File: src/rtl/periph_tx_responder_pkg.sv
// Shared encodings for the memory-mapped UART transmit responder.
package periph_tx_responder_pkg;

  typedef enum logic [1:0] {
    ST_IDLE  = 2'd0,
    ST_START = 2'd1,
    ST_DATA  = 2'd2,
    ST_STOP  = 2'd3
  } tx_state_e;

  localparam int STAT_BUSY_BIT  = 0;
  localparam int STAT_FULL_BIT  = 1;
  localparam int STAT_EMPTY_BIT = 2;
  localparam int STAT_OVF_BIT   = 3;
  localparam int STAT_CNT_LSB   = 4;

  function automatic logic [15:0] pack_status(input logic [3:0] cnt, input logic ovf,
                                               input logic empty, input logic full,
                                               input logic busy);
    logic [15:0] s;
    s = 16'h0000;
    s[STAT_CNT_LSB +: 4] = cnt;
    s[STAT_OVF_BIT]      = ovf;
    s[STAT_EMPTY_BIT]    = empty;
    s[STAT_FULL_BIT]     = full;
    s[STAT_BUSY_BIT]     = busy;
    return s;
  endfunction

endpackage

File: src/rtl/periph_tx_responder_if.sv
// CPU data-memory port as seen from the Mem stage.
interface periph_tx_responder_if;
  logic [15:0] dataAddr;
  logic [15:0] inData;
  logic        memWE;
  logic [15:0] rdData;

  modport master (output dataAddr, output inData, output memWE, input rdData);
  modport slave  (input dataAddr, input inData, input memWE, output rdData);
endinterface

File: src/rtl/periph_word_fifo.sv
// Circular 16-bit word FIFO; push while full is only taken when a pop frees the slot.
module periph_word_fifo #(
  parameter int DEPTH_LOG2 = 3
) (
  input  logic                  clk,
  input  logic                  rst,
  input  logic                  i_push,
  input  logic                  i_pop,
  input  logic [15:0]           i_din,
  output logic [15:0]           o_dout,
  output logic                  o_full,
  output logic                  o_empty,
  output logic [DEPTH_LOG2:0]   o_count
);
  localparam int DEPTH = 1 << DEPTH_LOG2;
  localparam logic [DEPTH_LOG2:0] FULL_CNT = (DEPTH_LOG2+1)'(DEPTH);

  logic [15:0]           r_mem [DEPTH];
  logic [DEPTH_LOG2-1:0] r_wptr, r_rptr;
  logic [DEPTH_LOG2:0]   r_count;
  logic                  w_push, w_pop;

  assign o_full  = (r_count == FULL_CNT);
  assign o_empty = (r_count == '0);
  assign o_count = r_count;
  assign o_dout  = r_mem[r_rptr];
  assign w_pop   = i_pop & ~o_empty;
  assign w_push  = i_push & (~o_full | w_pop);

  always_ff @(posedge clk or posedge rst) begin
    if (rst) begin
      r_wptr  <= '0;
      r_rptr  <= '0;
      r_count <= '0;
    end else begin
      if (w_push) r_wptr <= r_wptr + 1'b1;
      if (w_pop)  r_rptr <= r_rptr + 1'b1;
      case ({w_push, w_pop})
        2'b10:   r_count <= r_count + 1'b1;
        2'b01:   r_count <= r_count - 1'b1;
        default: r_count <= r_count;
      endcase
    end
  end

  // Storage needs no reset: pointers define validity.
  always_ff @(posedge clk) begin
    if (w_push) r_mem[r_wptr] <= i_din;
  end

endmodule

File: src/rtl/periph_tx_responder.sv
// Store-to-UART responder: address decode, status/overflow, and 8N1 word serializer.
module periph_tx_responder
  import periph_tx_responder_pkg::*;
#(
  parameter logic [15:0] BASE_ADDR    = 16'hFF00,
  parameter int          CLKS_PER_BIT = 434,
  parameter int          DEPTH_LOG2   = 3
) (
  input  logic                  clk,
  input  logic                  rst,
  periph_tx_responder_if.slave  bus,
  output logic                  txd,
  output logic                  irq
);
  localparam int BW = $clog2(CLKS_PER_BIT);
  localparam logic [BW-1:0] BAUD_TC   = BW'(CLKS_PER_BIT - 1);
  localparam logic [15:0]   STAT_ADDR = BASE_ADDR + 16'd1;

  tx_state_e           r_state, w_state_nxt;
  logic [BW-1:0]       r_baud, w_baud_nxt;
  logic [2:0]          r_bit, w_bit_nxt;
  logic                r_byte_sel, w_sel_nxt;
  logic [15:0]         r_hold, w_hold_nxt;
  logic                r_txd, w_txd_nxt;
  logic                r_ovf;
  logic [15:0]         r_rd;
  logic [7:0]          w_byte_nxt;
  logic                w_tc, w_pop, w_busy;
  logic                w_sel_data, w_sel_stat, w_wr_data, w_push, w_drop;
  logic [15:0]         w_dout, w_status;
  logic                w_full, w_empty;
  logic [DEPTH_LOG2:0] w_count;

  assign w_sel_data = (bus.dataAddr == BASE_ADDR);
  assign w_sel_stat = (bus.dataAddr == STAT_ADDR);
  assign w_wr_data  = bus.memWE & w_sel_data;
  assign w_push     = w_wr_data & (~w_full | w_pop);
  assign w_drop     = w_wr_data & w_full & ~w_pop;
  assign w_busy     = (r_state != ST_IDLE);
  assign w_tc       = (r_baud == BAUD_TC);
  assign w_status   = pack_status(4'(w_count), r_ovf, w_empty, w_full, w_busy);

  assign txd        = r_txd;
  assign irq        = w_empty & ~w_busy;
  assign bus.rdData = r_rd;

  periph_word_fifo #(.DEPTH_LOG2(DEPTH_LOG2)) u_fifo (
    .clk     (clk),
    .rst     (rst),
    .i_push  (w_push),
    .i_pop   (w_pop),
    .i_din   (bus.inData),
    .o_dout  (w_dout),
    .o_full  (w_full),
    .o_empty (w_empty),
    .o_count (w_count)
  );

  always_ff @(posedge clk or posedge rst) begin
    if (rst) begin
      r_ovf <= 1'b0;
      r_rd  <= 16'h0000;
    end else begin
      if (w_drop)                         r_ovf <= 1'b1;
      else if (bus.memWE && w_sel_stat)   r_ovf <= 1'b0;
      r_rd <= w_sel_stat ? w_status : (w_sel_data ? w_dout : 16'h0000);
    end
  end

  always_ff @(posedge clk or posedge rst) begin
    if (rst) begin
      r_state    <= ST_IDLE;
      r_baud     <= '0;
      r_bit      <= '0;
      r_byte_sel <= 1'b0;
      r_hold     <= 16'h0000;
      r_txd      <= 1'b1;
    end else begin
      r_state    <= w_state_nxt;
      r_baud     <= w_baud_nxt;
      r_bit      <= w_bit_nxt;
      r_byte_sel <= w_sel_nxt;
      r_hold     <= w_hold_nxt;
      r_txd      <= w_txd_nxt;
    end
  end

  // txd is registered from next-state values so the line never glitches.
  always_comb begin
    w_state_nxt = r_state;
    w_baud_nxt  = w_tc ? '0 : r_baud + 1'b1;
    w_bit_nxt   = r_bit;
    w_sel_nxt   = r_byte_sel;
    w_hold_nxt  = r_hold;
    w_pop       = 1'b0;
    unique case (r_state)
      ST_IDLE: begin
        w_baud_nxt = '0;
        if (!w_empty) begin
          w_pop       = 1'b1;
          w_hold_nxt  = w_dout;
          w_sel_nxt   = 1'b0;
          w_state_nxt = ST_START;
        end
      end
      ST_START: begin
        if (w_tc) begin
          w_bit_nxt   = 3'd0;
          w_state_nxt = ST_DATA;
        end
      end
      ST_DATA: begin
        if (w_tc) begin
          if (r_bit == 3'd7) w_state_nxt = ST_STOP;
          else               w_bit_nxt   = r_bit + 3'd1;
        end
      end
      ST_STOP: begin
        if (w_tc) begin
          if (!r_byte_sel) begin
            w_sel_nxt   = 1'b1;
            w_state_nxt = ST_START;
          end else if (!w_empty) begin
            w_pop       = 1'b1;
            w_hold_nxt  = w_dout;
            w_sel_nxt   = 1'b0;
            w_state_nxt = ST_START;
          end else begin
            w_state_nxt = ST_IDLE;
          end
        end
      end
      default: w_state_nxt = ST_IDLE;
    endcase

    w_byte_nxt = w_sel_nxt ? w_hold_nxt[15:8] : w_hold_nxt[7:0];
    unique case (w_state_nxt)
      ST_START: w_txd_nxt = 1'b0;
      ST_DATA:  w_txd_nxt = w_byte_nxt[w_bit_nxt];
      default:  w_txd_nxt = 1'b1;
    endcase
  end

endmodule

File: src/flat_wrapper.sv
// flat-port wrapper written by rule: the top's interface ports become plain ports
module periph_tx_responder_flat import periph_tx_responder_pkg::*;
#(
  parameter logic [15:0] BASE_ADDR    = 16'hFF00,
  parameter int          CLKS_PER_BIT = 434,
  parameter int          DEPTH_LOG2   = 3
)
  (clk, rst, txd, irq, bus_dataAddr, bus_inData, bus_memWE, bus_rdData);
  periph_tx_responder_if bus_i ();
  input  logic clk;
  input  logic rst;
  output logic txd;
  output logic irq;
  input wire logic [$bits(bus_i.dataAddr)-1:0] bus_dataAddr;
  input wire logic [$bits(bus_i.inData)-1:0] bus_inData;
  input wire logic [$bits(bus_i.memWE)-1:0] bus_memWE;
  output wire logic [$bits(bus_i.rdData)-1:0] bus_rdData;
  assign bus_i.dataAddr = bus_dataAddr;
  assign bus_i.inData = bus_inData;
  assign bus_i.memWE = bus_memWE;
  assign bus_rdData = bus_i.rdData;
  periph_tx_responder #(.BASE_ADDR(BASE_ADDR), .CLKS_PER_BIT(CLKS_PER_BIT), .DEPTH_LOG2(DEPTH_LOG2)) u_core (.clk(clk), .rst(rst), .bus(bus_i), .txd(txd), .irq(irq));
endmodule
File: config.mk
export PLATFORM = sky130hd
export DESIGN_NAME = periph_tx_responder_flat
export DESIGN_NICKNAME = d
export VERILOG_FILES = /design/src/rtl/periph_tx_responder_pkg.sv /design/src/rtl/periph_tx_responder_if.sv /design/src/rtl/periph_word_fifo.sv /design/src/rtl/periph_tx_responder.sv /design/src/flat_wrapper.sv
export SDC_FILE = /design/constraint.sdc
export NUM_CORES = 1
export LEC_CHECK = 0
export BUFFER_PORTS_ARGS = -buffer_cell sky130_fd_sc_hd__buf_2
export CORE_AREA = 3 3 146 148
export CTS_CLUSTER_SIZE = 28
export DETAILED_ROUTE_END_ITERATION = 8
export DIE_AREA = 0 0 149 151
export HOLD_SLACK_MARGIN = 0.1
export PLACE_DENSITY_LB_ADDON = 0.25
export REMOVE_ABC_BUFFERS = 1
export SLEW_MARGIN = 15
export SYNTH_ARGS = -nofsm -noshare
export SYNTH_HDL_FRONTEND = slang
export SYNTH_HIERARCHICAL = 1
export SYNTH_SLANG_ARGS = --single-unit
File: constraint.sdc
create_clock -name clk -period 4.05 [get_ports clk]
set_input_delay 0.2025 -clock clk [delete_from_list [all_inputs] [get_ports clk]]
set_output_delay 0.2025 -clock clk [all_outputs]
set_load 0.05 [all_outputs]
**Word-level counts from Yosys, hierarchy flattened**

Memory sizes are Yosys's and may differ from the RTL's.
Cells that the tools add are included.

- Memories kept: 1
- Output and inout port bits: 18
- Bits in registers: 59
- Memory bits (writable): 128
- Input bits: 35
- Logic and storage cells: 88

Memory list:

| memory | depth | width | read ports | clocked after memory_dff | wr ports | line | source |
|---|---|---|---|---|---|---|---|
| u_core.u_fifo.r_mem | 8 | 16 | 1 | 0 | 1 | periph_word_fifo.sv:18 | `logic [15:0] r_mem [DEPTH];` |

- Bitwise operators: 13
- Muxes and demuxes: 38
- Add/sub/neg operators: 6
- $lt $le $gt $ge: 1
- Eq/ne operators: 12
- Reduce and logical (&&, ||, !) cells: 6

Operators by type and width:

| operator | count |
|---|---|
| $mux 16 | 5 |
| $eq 16x16->1 const B | 2 |
| $pmux 16 s2 | 1 |
| $mux 9 | 2 |
| $mux 1 | 13 |
| $mux 2 | 6 |
| $add 3x1->3 const B | 3 |
| $add 9x1->9 const B | 1 |
| $eq 9x9->1 const B | 1 |
| $mux 3 | 3 |
| $eq 2x2->1 const B | 4 |
| $mux 8 | 1 |
| $pmux 2 s4 | 1 |
| $pmux 4 s2 | 1 |
| $and 1x1->1 | 7 |
| $eq 2x1->1 const B | 3 |
| $pmux 1 s2 | 3 |
| $pmux 3 s2 | 1 |
| $reduce_bool 2->1 | 3 |
| $add 4x1->4 const B | 1 |
| $eq 4x4->1 const B | 1 |
| $logic_not 4->1 | 1 |
| $lt 3x4->1 const B | 1 |
| $not 1->1 | 4 |
| other kinds (6) | 7 |

**Longest topological paths before layout**

Gate-level depths: netlist of run 1.

- Depth after elaboration: 10
- Mapped depth: 18

**By module**

Netlist of run 1, hierarchy kept.

By module, submodules not included:

| module | times used | cells an instance | area an instance (um^2) | seq. area each (um^2) |
|---|---|---|---|---|
| periph_word_fifo | 1 | 258 | 5534.1 | 4093.9 |
| periph_tx_responder | 1 | 223 | 2436.1 | 1227.4 |

**Worst setup path after synthesis of run 1**

Ideal clock, no wire load.

- Path type: reg-to-reg
- From: register u_core.r_baud[2]
- To: memory u_core.u_fifo.r_mem[0][0] (enable)
- Path slack: 30 ps
- Clock period less this slack: 4020 ps
- Data required time: 3641 ps
- Library setup time: 409 ps
- Stages on the path, launching flop included: 12
- Arrival time: 3611 ps
- Path through: dfrtp_1 > or4b_4 > buf_6 > nor3_2 > a31o_2 > buf_4 > inv_1 > a21oi_1 > buf_2 > o21a_1 > nand2b_1 > nor3_1

- Longest elaborated chain between the ends: 8

RTL lines:

| element | line | source |
|---|---|---|
| start: declaration | periph_tx_responder.sv:20 | `logic [BW-1:0] r_baud, w_baud_nxt;` |
| start signal: assignment | periph_tx_responder.sv:80 | `r_baud <= w_baud_nxt;` |
| $eq 9x9->1 | periph_tx_responder.sv:40 | `assign w_tc = (r_baud == BAUD_TC);` |
| $mux 1 | periph_tx_responder.sv:119 | `if (w_tc) begin` |
| $pmux 1 s2 | periph_tx_responder.sv:96 | `unique case (r_state)` |
| net u_core.w_pop | periph_tx_responder.sv:28 | `logic w_tc, w_pop, w_busy;` |
| $or 1x1->1 | periph_tx_responder.sv:37 | `assign w_push = w_wr_data & (~w_full \| w_pop);` |
| $and 1x1->1 | periph_tx_responder.sv:37 |  |
| net u_core.w_push | periph_tx_responder.sv:29 | `logic w_sel_data, w_sel_stat, w_wr_data, w_push, w_drop;` |
| $and 1x1->1 | periph_word_fifo.sv:28 | `assign w_push = i_push & (~o_full \| w_pop);` |
| $mux 1 | periph_word_fifo.sv:48 | `if (w_push) r_mem[r_wptr] <= i_din;` |
| $mux 1 (not written as such) | periph_word_fifo.sv:48 |  |
| end: declaration | periph_word_fifo.sv:18 |  |

The timed path passes the listed nets, and every way through them passes these cells.

**Worst setup path in the final report of run 1**

- From: register u_core.u_fifo.r_count[0] (netlist: u_core/u_fifo/o_count[0])
- To: register u_core.u_fifo.r_count[3] (netlist: u_core/u_fifo/o_count[3])

- Longest elaborated chain between the ends: 10

RTL lines:

| element | line | source |
|---|---|---|
| start: declaration | periph_word_fifo.sv:20 | `logic [DEPTH_LOG2:0] r_count;` |
| start signal: assignment | periph_word_fifo.sv:39 | `2'b10: r_count <= r_count + 1'b1;` |
| start signal: assignment | periph_word_fifo.sv:40 | `2'b01: r_count <= r_count - 1'b1;` |
| start signal: assignment | periph_word_fifo.sv:41 | `default: r_count <= r_count;` |
| $logic_not 4->1 (*) | periph_word_fifo.sv:24 | `assign o_empty = (r_count == '0);` |
| net u_core.w_empty | periph_tx_responder.sv:31 | `logic w_full, w_empty;` |
| $mux 1 (*) | periph_tx_responder.sv:99, periph_tx_responder.sv:123 |  |
| $mux 1 | periph_tx_responder.sv:120 | `if (!r_byte_sel) begin` |
| $mux 1 | periph_tx_responder.sv:119 |  |
| $pmux 1 s2 (*) | periph_tx_responder.sv:96 |  |
| $or 1x1->1 (*) | periph_tx_responder.sv:37 |  |
| $and 1x1->1 (*) | periph_tx_responder.sv:37 |  |
| net u_core.w_push | periph_tx_responder.sv:29 |  |
| $and 1x1->1 (*) | periph_word_fifo.sv:28 |  |
| $eq 2x1->1 / $eq 2x2->1 (equally long branches) | periph_word_fifo.sv:38 | `case ({w_push, w_pop})` |
| $pmux 4 s2 / $reduce_bool 2->1 (equally long branches) | - |  |

Mark *: on every way through the listed nets, which the timed path passes. The rest lies on a longest branch.
A chain may end at the register's enable or synchronous reset.

==> results_dict.tcl, run 1 <==
set metrics [dict create \
    worstPathMaxFanout 9 \
    yosys_warnings 6 \
    syn_to_final_growth_pct 17.7 \
    cts-root-buf "clkbuf_16" \
    slew_headroom_pct 31.5 \
    dr.first_iter.drc_count 210 \
    overflow 0 \
    antenna_found_initial 0 \
    post-route-period-util_pct 86.7 \
    rsz0062_at_grt "false" \
    synth.area.top_cells "edfxtp_1 48%, dfrtp_1 18%, mux4_2 6.2%" \
    fp-row-count 52 \
    pre_cts_ws_ns 0.565 \
    multi_input_area_mm2 0.00245 \
    final_core_util_pct 46.5 \
    ir_drop_uv 275 \
    synth_seq_area_share_pct 66.8 \
    numCtsBuffers 17 \
    clk_path_buf_depth 2 \
    finalNonFillerCells 848 \
    avgSynthCellArea_um2 16.6 \
    die_x_um 149 \
    ant_nets 0 \
    arrival_ns 3.87 \
    grt_max_degree 50 \
    path_class "flip-flop to flip-flop" \
    whs_ns 0.196 \
    vias 4389 \
    synth_edf_count 128 \
    cts.sinks 187 \
    core_area_mm2 0.0202 \
    die_area_mm2 0.0225 \
    p_leak_nw 3.70 \
    setup.worst_path.start_class "flip-flop" \
    seq_area_mm2 0.00532 \
    syn_inst 481 \
    slew_violations 0 \
    critPathCaptureType "flip-flop" \
    async_flop_share_pct 31.6 \
    setup_ws_ns 0.540 \
    skew_ns 0.0101 \
    nFillCells 1764 \
    synthSimpleGateAreaFrac_pct 6.36 \
    hpwl_um 10500 \
    num_io_pins 53 \
    synth_compound_area_share_pct 6.00 \
    clk_latency_ns 0.43 \
    grt_use_total_pct 14.9 \
    synth_ff_type "edfxtp_1" \
    worstMarginPinSlew_ns 1.03 \
    synth_largest_type_area_fraction_pct 48.2 \
    synthDistinctLibCells 59 \
    place.gp.congestion 0.797 \
    initial_core_util_pct 39.5 \
    io_buffers 52 \
    hold_class "primary input to flip-flop" \
    grt_pass1_vias 4450 \
    synth-xor-area-share_pct 1.43 \
    clk_pin_slew_ns 0.07 \
    synth_top_family_by_area "multiplexers" \
    ys_seq_elements 187 \
    drt-pass1-iter-count 4 \
    p_total_mw 3.77 \
    cts_tree "done" \
    fmax_mhz 285 \
    cts_htree_levels 4 \
    fin_nets 613 \
    outcome "finished, final reports clean" \
    fp.dieH_um 151 \
    wl_um 16000 \
    grt_pass1_wl_um 25400 \
    syn_area_mm2 0.00797 \
    period_needed_ns 3.51 \
    finalSetupViolations 0 \
    drc 0 \
    cp.required_ns 4.41 \
    power.density_mw_per_mm2 402 \
    num_antenna_cells 0 \
    synth_top_area_cell "edfxtp_1" \
    dp_cells 798 \
    wl_per_cell_um 18.8 \
    hold_viol 0 \
    ys_top_cells_by_count "128 x edfxtp_1, 58 x dfrtp_1, 29 x nor2_1, 22 x mux4_2, 22 x nand2_1" \
    maxCapViolCount 0 \
    synth_fa_ha_area_share_pct 2.14 \
    post-synth-top-count-cell "edfxtp_1" \
    via_per_inst 5.18 \
    synthMuxAreaShare_pct 14.8 \
    drive_gt1_share_pct 27.9 \
]
critical path, cell delays in order (launching register included):
cell and delay (ns):
dfrtp_1 0.41, or3_1 0.55, nor2_1 0.19, nor2_1 0.11, and2_1 0.18, a31o_2 0.29, inv_1 0.09, a21oi_1 0.11
or2_2 0.34, inv_1 0.10, ha_1 0.25, or2_2 0.31, nand3_1 0.11, mux2_2 0.33, nand3b_1 0.08
layout make-up:
class	count	share of cell area, %
clock inverter	15	1.79
inverter	18	0.720
sequential	187	56.7
timing repair buffer	87	6.46
clock buffer	17	4.53
multi-input combinational	254	26.2
tap	270	3.60
kinds of logic after synthesis:
group / after synthesis
xor gates and xnor gates: 13
AOI/OAI and AO/OA: 54
and+or+nand+nor: 103
buffers and inverters: 40
muxes: 71
adders and majority gates: 13
DFF: 187
report_power, final:
part	internal, mW	leakage, nW	switching [mW]	total [mW]
combinational	0.0258	1.50	0.0364	0.0621
clock	0.884	0.287	0.779	1.66
sequential	2.04	1.91	0.0000155	2.04
total	2.95	3.70	0.816	3.77
cell usage in the layout (no fill, tap or decap), drive strengths merged, types with 8 or more instances in the layout:
master / count
a21oi: 8
a22o: 15
and2: 11
buf: 69
clkbuf: 17
dfrtp: 58
dlygate4sd3: 18
edfxtp: 128
ha: 12
inv: 29
mux2: 19
mux2i: 20
mux4: 32
nand2: 22
nand3: 8
nor2: 29
nor3: 14
xnor2: 8
worst paths after layout:
kind	from	endpoint	slack, ns	depth (start not counted)
max reg2reg	u_core/u_fifo/o_count[0]$_DFFE_PP0P_	u_core/u_fifo/o_count[3]$_DFFE_PP0P_	0.54	14
min	bus_dataAddr[0]	u_core/r_ovf$_DFFE_PP0P_	0.20	2
min in group asynchronous	rst	u_core/u_fifo/o_count[3]$_DFFE_PP0P_	0.35	3
min reg2reg	u_core/r_baud[0]$_DFF_PP0_	u_core/r_baud[0]$_DFF_PP0_	0.49	1
max	u_core/u_fifo/o_count[0]$_DFFE_PP0P_	u_core/u_fifo/o_count[3]$_DFFE_PP0P_	0.54	14
max in group asynchronous	rst	u_core/r_ovf$_DFFE_PP0P_	2.82	3
metal layers:
layer	vias up	wire, um	track usage [%]
li1	2019	-	-
met1	2264	7140	19.5
met2	90	7900	24.9
met3	16	692	2.99
met4	0	258	5.13
met5	-	0	0
repair_timing:
item / 4_1_cts / 5_1_grt
hold endpoints to repair: 187 / 0
gates resized for setup: 0 / 0
hold buffers: 18 / 0
buffers inserted: 0 / 0
endpoints found under the setup margin: 0 / 0
flip-flops by register name, summed over array words and instances, names as in the netlist, 2 cells and up:
signal / count
u_core/bus.rdData: 16
u_core/r_state: 2
u_core/r_hold: 16
u_core/u_fifo/r_rptr: 3
u_core/u_fifo/r_mem: 128
u_core/u_fifo/r_wptr: 3
u_core/u_fifo/o_count: 4
u_core/r_bit: 3
u_core/r_baud: 9
per-stage QoR:
stage                     TNS [ns]  instance area (um^2)
after floorplan              -4.88                  7830
after global placement           0                  8610
after detailed placement         0                  8610
after CTS                        0                  9380
after global routing             0                  9380
final                            0                  9380
No activity file was read; power rests on OpenSTA's default activity.
==> inputs of run 2 (changes only) <==
clock period = 4 ns   (was 4.05 ns; I/O delays follow)
==> run 2 against run 1 <==
Routed wire length decreased by 0.89%. Utilization down 0.074 points. Non-clock buffer count grew 1. Highest routed layer unchanged. Critical endpoint unchanged. Total power is 1.7% lower. Final cell count fell by 0.12%. Worst hold slack got worse by 0.013 ns. Sequential power about the same. Critical path type unchanged. Sequential share of layout area up 0.091 points. Count of clock-buffer cells in the layout up 1. Largest cell class unchanged.
==> results_dict.tcl, run 2 (synthesis gave the netlist of run 1 again) <==
set metrics [dict create \
    cts_htree_levels 4 \
    wl_met2_um 7950 \
    cts_tree "done" \
    antenna_found_initial 0 \
    arrival_ns 3.88 \
    worstPathMaxFanout 9 \
    critPathCaptureType "flip-flop" \
    cts.sinks 187 \
    cts_resized 0 \
    hold_class "primary input to flip-flop" \
    ir_drop_uv 281 \
    drc 0 \
    drt-pass1-iter-count 4 \
    grt_pass1_vias 4556 \
    die_x_um 149 \
    slew_headroom_pct 32.4 \
    post-cts-setup-buffer-count 0 \
    hold_viol 0 \
    switchingPower_mw 0.748 \
    rsz0062_at_grt "false" \
    fin_setup_tns_ns 0 \
    post-route-period-util_pct 87.7 \
    wl_per_cell_um 18.7 \
    worstMarginPinSlew_ns 1.01 \
    clk_path_buf_depth 2 \
    cp.required_ns 4.37 \
    period_needed_ns 3.51 \
    path_class "flip-flop to flip-flop" \
    largest-register "u_core/u_fifo/r_mem" \
    power.density_mw_per_mm2 395 \
    fmax_mhz 285 \
    maxUsedRoutingLayer "met4" \
    fp-row-count 52 \
    dr.first_iter.drc_count 265 \
    place.gp.congestion 0.811 \
    clk_pin_slew_ns 0.07 \
    post_dp_cell_area_mm2 0.00864 \
    core_area_mm2 0.0202 \
    wl_um 15800 \
    nFillCells 1754 \
    ant_nets 0 \
    fin_nets 614 \
    vias 4350 \
    die_area_mm2 0.0225 \
    initial_core_util_pct 39.5 \
    syn_to_final_growth_pct 17.5 \
    fp.dieH_um 151 \
    grt_pass1_wl_um 25300 \
    num_antenna_cells 0 \
    pre_cts_ws_ns 0.543 \
    grt_max_degree 50 \
    grt_use_total_pct 14.9 \
    clk_latency_ns 0.43 \
    overflow 0 \
    p_seq_share_pct 55.9 \
    clockPowerShare_pct 42.4 \
    hpwl_um 10500 \
    layout_common_cells "128 x edfxtp_1, 57 x dfrtp_1, 52 x buf_2" \
    maxCapViolCount 0 \
    wl_met3_um 521 \
    p_comb_share_pct 1.7 \
    p_leak_nw 3.69 \
    cts-root-buf "clkbuf_16" \
    setup.worst_path.start_class "flip-flop" \
    largest_reg_flops 128 \
    num_io_pins 53 \
    finalSetupViolations 0 \
    skew_ns 0.0152 \
    final_core_util_pct 46.4 \
    setup_ws_ns 0.493 \
    ctsHoldBuffers 18 \
    numCtsBuffers 17 \
    swShare_pct 20.2 \
    outcome "finished, final reports clean" \
    slew_violations 0 \
    final_cell_area_mm2 0.00937 \
    drive_gt1_share_pct 27.2 \
    final_common_cell "edfxtp_1" \
    p_int_mw 2.95 \
    drt-met1-wl_um 7150 \
    via_per_inst 5.14 \
    io_buffers 52 \
]
==> run 2: worst paths after layout <==
path | from | endpoint | slack (ns) | cells after the start
worst max-delay path | u_core/u_fifo/o_count[0]$_DFFE_PP0P_ | u_core/u_fifo/o_count[3]$_DFFE_PP0P_ | 0.49 | 14
worst min-delay path | bus_dataAddr[0] | u_core/r_ovf$_DFFE_PP0P_ | 0.18 | 2
worst max register to register | u_core/u_fifo/o_count[0]$_DFFE_PP0P_ | u_core/u_fifo/o_count[3]$_DFFE_PP0P_ | 0.49 | 14
worst min register to register | u_core/r_hold[11]$_DFF_PP0_ | u_core/r_hold[11]$_DFF_PP0_ | 0.50 | 1
max in group asynchronous | rst | u_core/bus.rdData[13]$_DFF_PP0_ | 2.79 | 3
min in group asynchronous | rst | u_core/u_fifo/o_count[3]$_DFFE_PP0P_ | 0.33 | 3
==> run 2: routing by layer <==
layer | global-route usage, % | vias to the layer above
li1 | - | 2018
met3 | 3.65 | 15
met5 | 0 | -
met4 | 4.67 | 0
met2 | 24.7 | 61
met1 | 19.6 | 2256
==> run 2: final cells by class <==
class / instances / area, um^2 / area share, %
timing repair buffer: 88 / 638 / 6.81
clock inverter: 12 / 116 / 1.24
clock buffer: 18 / 429 / 4.58
sequential: 187 / 5320 / 56.8
tap: 270 / 338 / 3.61
inverter: 18 / 67.6 / 0.721
multi-input combinational: 254 / 2450 / 26.2
==> run 2: power groups by stage <==
stage	Combinational, mW	Sequential [mW]	Clock (mW)
floorplan	0.0123	2.11	0
finish	0.0621	2.07	1.57
CTS	0.0644	2.07	1.62
detailed placement	0.0506	2.11	0
global route	0.0710	2.07	1.71
global placement	0.0475	2.11	0
==> run 2: through the flow <==
step	total power, mW	hold slack (ns)	std cells
6_report	3.70	0.183	847
5_1_grt	3.85	0.180	847
4_1_cts	3.75	0.159	847
3_5_place_dp	2.16	0.234	799
3_3_place_gp	2.16	0.221	799
2_1_floorplan	2.12	0.0402	459
==> run 2: worst max-delay path, stage by stage, from the launching register on <==
cell and delay (ns):
dfrtp_1 0.42, or3_1 0.55, nor2_1 0.19, nor2_1 0.12
and2_1 0.19, a31o_2 0.29, inv_1 0.09, a21oi_1 0.08
or2_2 0.33, inv_1 0.09, ha_1 0.25, or2_2 0.31
nand3_1 0.11, mux2_2 0.33, nand3b_1 0.08
==> inputs of run 3 (changes only) <==
CELL_PAD_IN_SITES_DETAIL_PLACEMENT = 1   (was default)
CELL_PAD_IN_SITES_GLOBAL_PLACEMENT = 2   (was default)
CTS_CLUSTER_DIAMETER = 60   (was default)
REMOVE_ABC_BUFFERS = default   (was 1)
==> run 3 against run 2 <==
Critical path depth unchanged. Die area is the same. First-iteration DRC count shrank 11%. Non-clock buffer count unchanged. Cell area decreased by 0.43%. Routed wire length up 7.8%. Global-route usage rose by 1.4 points. Sequential cell count is the same. Utilization decreased by 0.20 points. Clock power rose by 3%. Sequential power barely moved. Total power up 1.2%. Critical path type unchanged. Critical endpoint unchanged. Largest cell class unchanged.
==> results_dict.tcl, run 3 (synthesis gave the netlist of run 1 again) <==
set metrics [dict create \
    ir_drop_uv 274 \
    grt_util_met2_pct 27.9 \
    arrival_ns 3.91 \
    grtUsageMet1_pct 20.9 \
    io_buffers 52 \
    grt-busiest-layer "met2" \
    cts_tree "done" \
    switchingPower_mw 0.775 \
    clk_pin_slew_ns 0.07 \
    critPathCaptureType "flip-flop" \
    swShare_pct 20.7 \
    maxCapViolCount 0 \
    fp-row-count 52 \
    wl_per_cell_um 20.1 \
    skew_ns 0.0104 \
    finalSetupViolations 0 \
    setup.worst_path.start_class "flip-flop" \
    wl_um 17100 \
    worstMarginPinSlew_ns 1.06 \
    clk_latency_ns 0.43 \
    finalNonFillerCells 849 \
    largest_reg_flops 128 \
    path_class "flip-flop to flip-flop" \
    period_needed_ns 3.55 \
    ant_nets 0 \
    syn_nets 529 \
    fp.dieH_um 151 \
    vias 4394 \
    critical-path-top-delay-family "simple AND/OR/NAND/NOR gates" \
    grt_pass1_vias 4763 \
    core_area_mm2 0.0202 \
    path_buf_inv 2 \
    cpPeakStageDelay_ns 0.57 \
    die_area_mm2 0.0225 \
    worstPathMaxFanout 9 \
    drc 0 \
    drive_gt1_share_pct 27.3 \
    largest-register "u_core/u_fifo/r_mem" \
    fin_nets 614 \
    place.gp.congestion 0.778 \
    post-route-period-util_pct 88.6 \
    final_common_cell "edfxtp_1" \
    antenna_found_initial 0 \
    clockPowerShare_pct 43.0 \
    hpwl_um 11200 \
    cp_cell_sequence "or3_1, nor2_1, nor2_1, and2_1, a31o_2, inv_1, a21oi_1, or2_2, inv_1, ha_1, or2_2, nand3_1, mux2_2, nand3b_1" \
    dr.first_iter.drc_count 236 \
    cp_slowest_cell "or3_1" \
    grt_use_total_pct 16.3 \
    hold_class "primary input to flip-flop" \
    overflow 0 \
    num_antenna_cells 0 \
    grt_max_degree 50 \
    via_per_inst 5.18 \
    p_comb_share_pct 1.7 \
    slew_violations 0 \
    fin_setup_tns_ns 0 \
    numCtsBuffers 17 \
    cts_htree_levels 4 \
    layout_common_cells "128 x edfxtp_1, 57 x dfrtp_1, 52 x buf_2" \
    cts-root-buf "clkbuf_16" \
    p_seq_share_pct 55.3 \
    rsz0062_at_grt "false" \
    grt_pass1_wl_um 27300 \
    cp.required_ns 4.36 \
    slew_headroom_pct 29.4 \
    outcome "finished, final reports clean" \
    num_io_pins 53 \
    fmax_mhz 282 \
    cts_resized 0 \
    die_x_um 149 \
    p_int_mw 2.97 \
    cts.sinks 187 \
    nFillCells 1985 \
    drt-pass1-iter-count 4 \
    initial_core_util_pct 39.5 \
    grt_use_met3_pct 3.98 \
    hold_viol 0 \
    p_leak_nw 3.68 \
    dp_cells 799 \
    clk_path_buf_depth 2 \
    syn_to_final_growth_pct 17.0 \
    power.density_mw_per_mm2 402 \
]
[run 3: area by class of cell]
class | instances | area (um^2) | area share (%)
Clock buffer | 18 | 429 | 4.60
Clock inverter | 14 | 139 | 1.49
Inverter | 18 | 67.6 | 0.724
Multi-Input combinational cell | 254 | 2450 | 26.3
Sequential cell | 187 | 5320 | 57.1
Tap cell | 270 | 338 | 3.62
Timing Repair Buffer | 88 | 576 | 6.17
[run 3: what timing repair did]
item | 4_1_cts | 5_1_grt
hold endpoints to repair | 187 | 0
hold buffers | 18 | 0
buffers inserted | 0 | 0
[run 3: power groups by stage]
stage / sequential [mW] / combinational (mW) / clock [mW]
after CTS: 2.07 / 0.0652 / 1.66
after floorplan: 2.11 / 0.0141 / 0
after global routing: 2.07 / 0.0726 / 1.76
after global placement: 2.11 / 0.0476 / 0
after detailed placement: 2.11 / 0.0519 / 0
final: 2.07 / 0.0635 / 1.61
[run 3: layer usage]
layer  part of all wire (%)  up-vias
li1                       -     2019
met1                     44     2290
met2                     52       70
met3                    3.2       15
met4                    1.2        0
met5                      0        -
[run 3: worst paths after layout]
path                                                        end  slack [ns]                                 start  cells after the start
min                                    u_core/r_ovf$_DFFE_PP0P_        0.23                       bus_dataAddr[0]                      2
min in group asynchronous  u_core/u_fifo/o_count[0]$_DFFE_PP0P_        0.32                                   rst                      3
min reg2reg                          u_core/r_baud[0]$_DFF_PP0_        0.50            u_core/r_baud[0]$_DFF_PP0_                      1
max                        u_core/u_fifo/o_count[3]$_DFFE_PP0P_        0.45  u_core/u_fifo/o_count[0]$_DFFE_PP0P_                     14
max reg2reg                u_core/u_fifo/o_count[3]$_DFFE_PP0P_        0.45  u_core/u_fifo/o_count[0]$_DFFE_PP0P_                     14
max in group asynchronous            u_core/r_baud[2]$_DFF_PP0_        2.75                                   rst                      3
[run 3: worst reg2reg max path: stages (launching register included)]
cell	delay, ns
dfrtp_1	0.41
or3_1	0.57
nor2_1	0.21
nor2_1	0.12
and2_1	0.19
a31o_2	0.29
inv_1	0.09
a21oi_1	0.08
or2_2	0.33
inv_1	0.08
ha_1	0.25
or2_2	0.31
nand3_1	0.11
mux2_2	0.34
nand3b_1	0.08
[run 3: stage by stage]
| step | hold WS [ns] | power [mW] | area (um^2) | util, % | worst slack (ns) |
|---|---|---|---|---|---|
| 2_1_floorplan | 0.0402 | 2.13 | 7980 | - | 0.000895 |
| 3_3_place_gp | 0.218 | 2.16 | 8580 | 42.5 | 0.578 |
| 3_5_place_dp | 0.225 | 2.16 | 8580 | 42.5 | 0.479 |
| 4_1_cts | 0.212 | 3.80 | 9330 | 46.2 | 0.450 |
| 5_1_grt | 0.205 | 3.90 | 9330 | 46.2 | 0.245 |
| 6_report | 0.230 | 3.75 | 9330 | 46.2 | 0.454 |
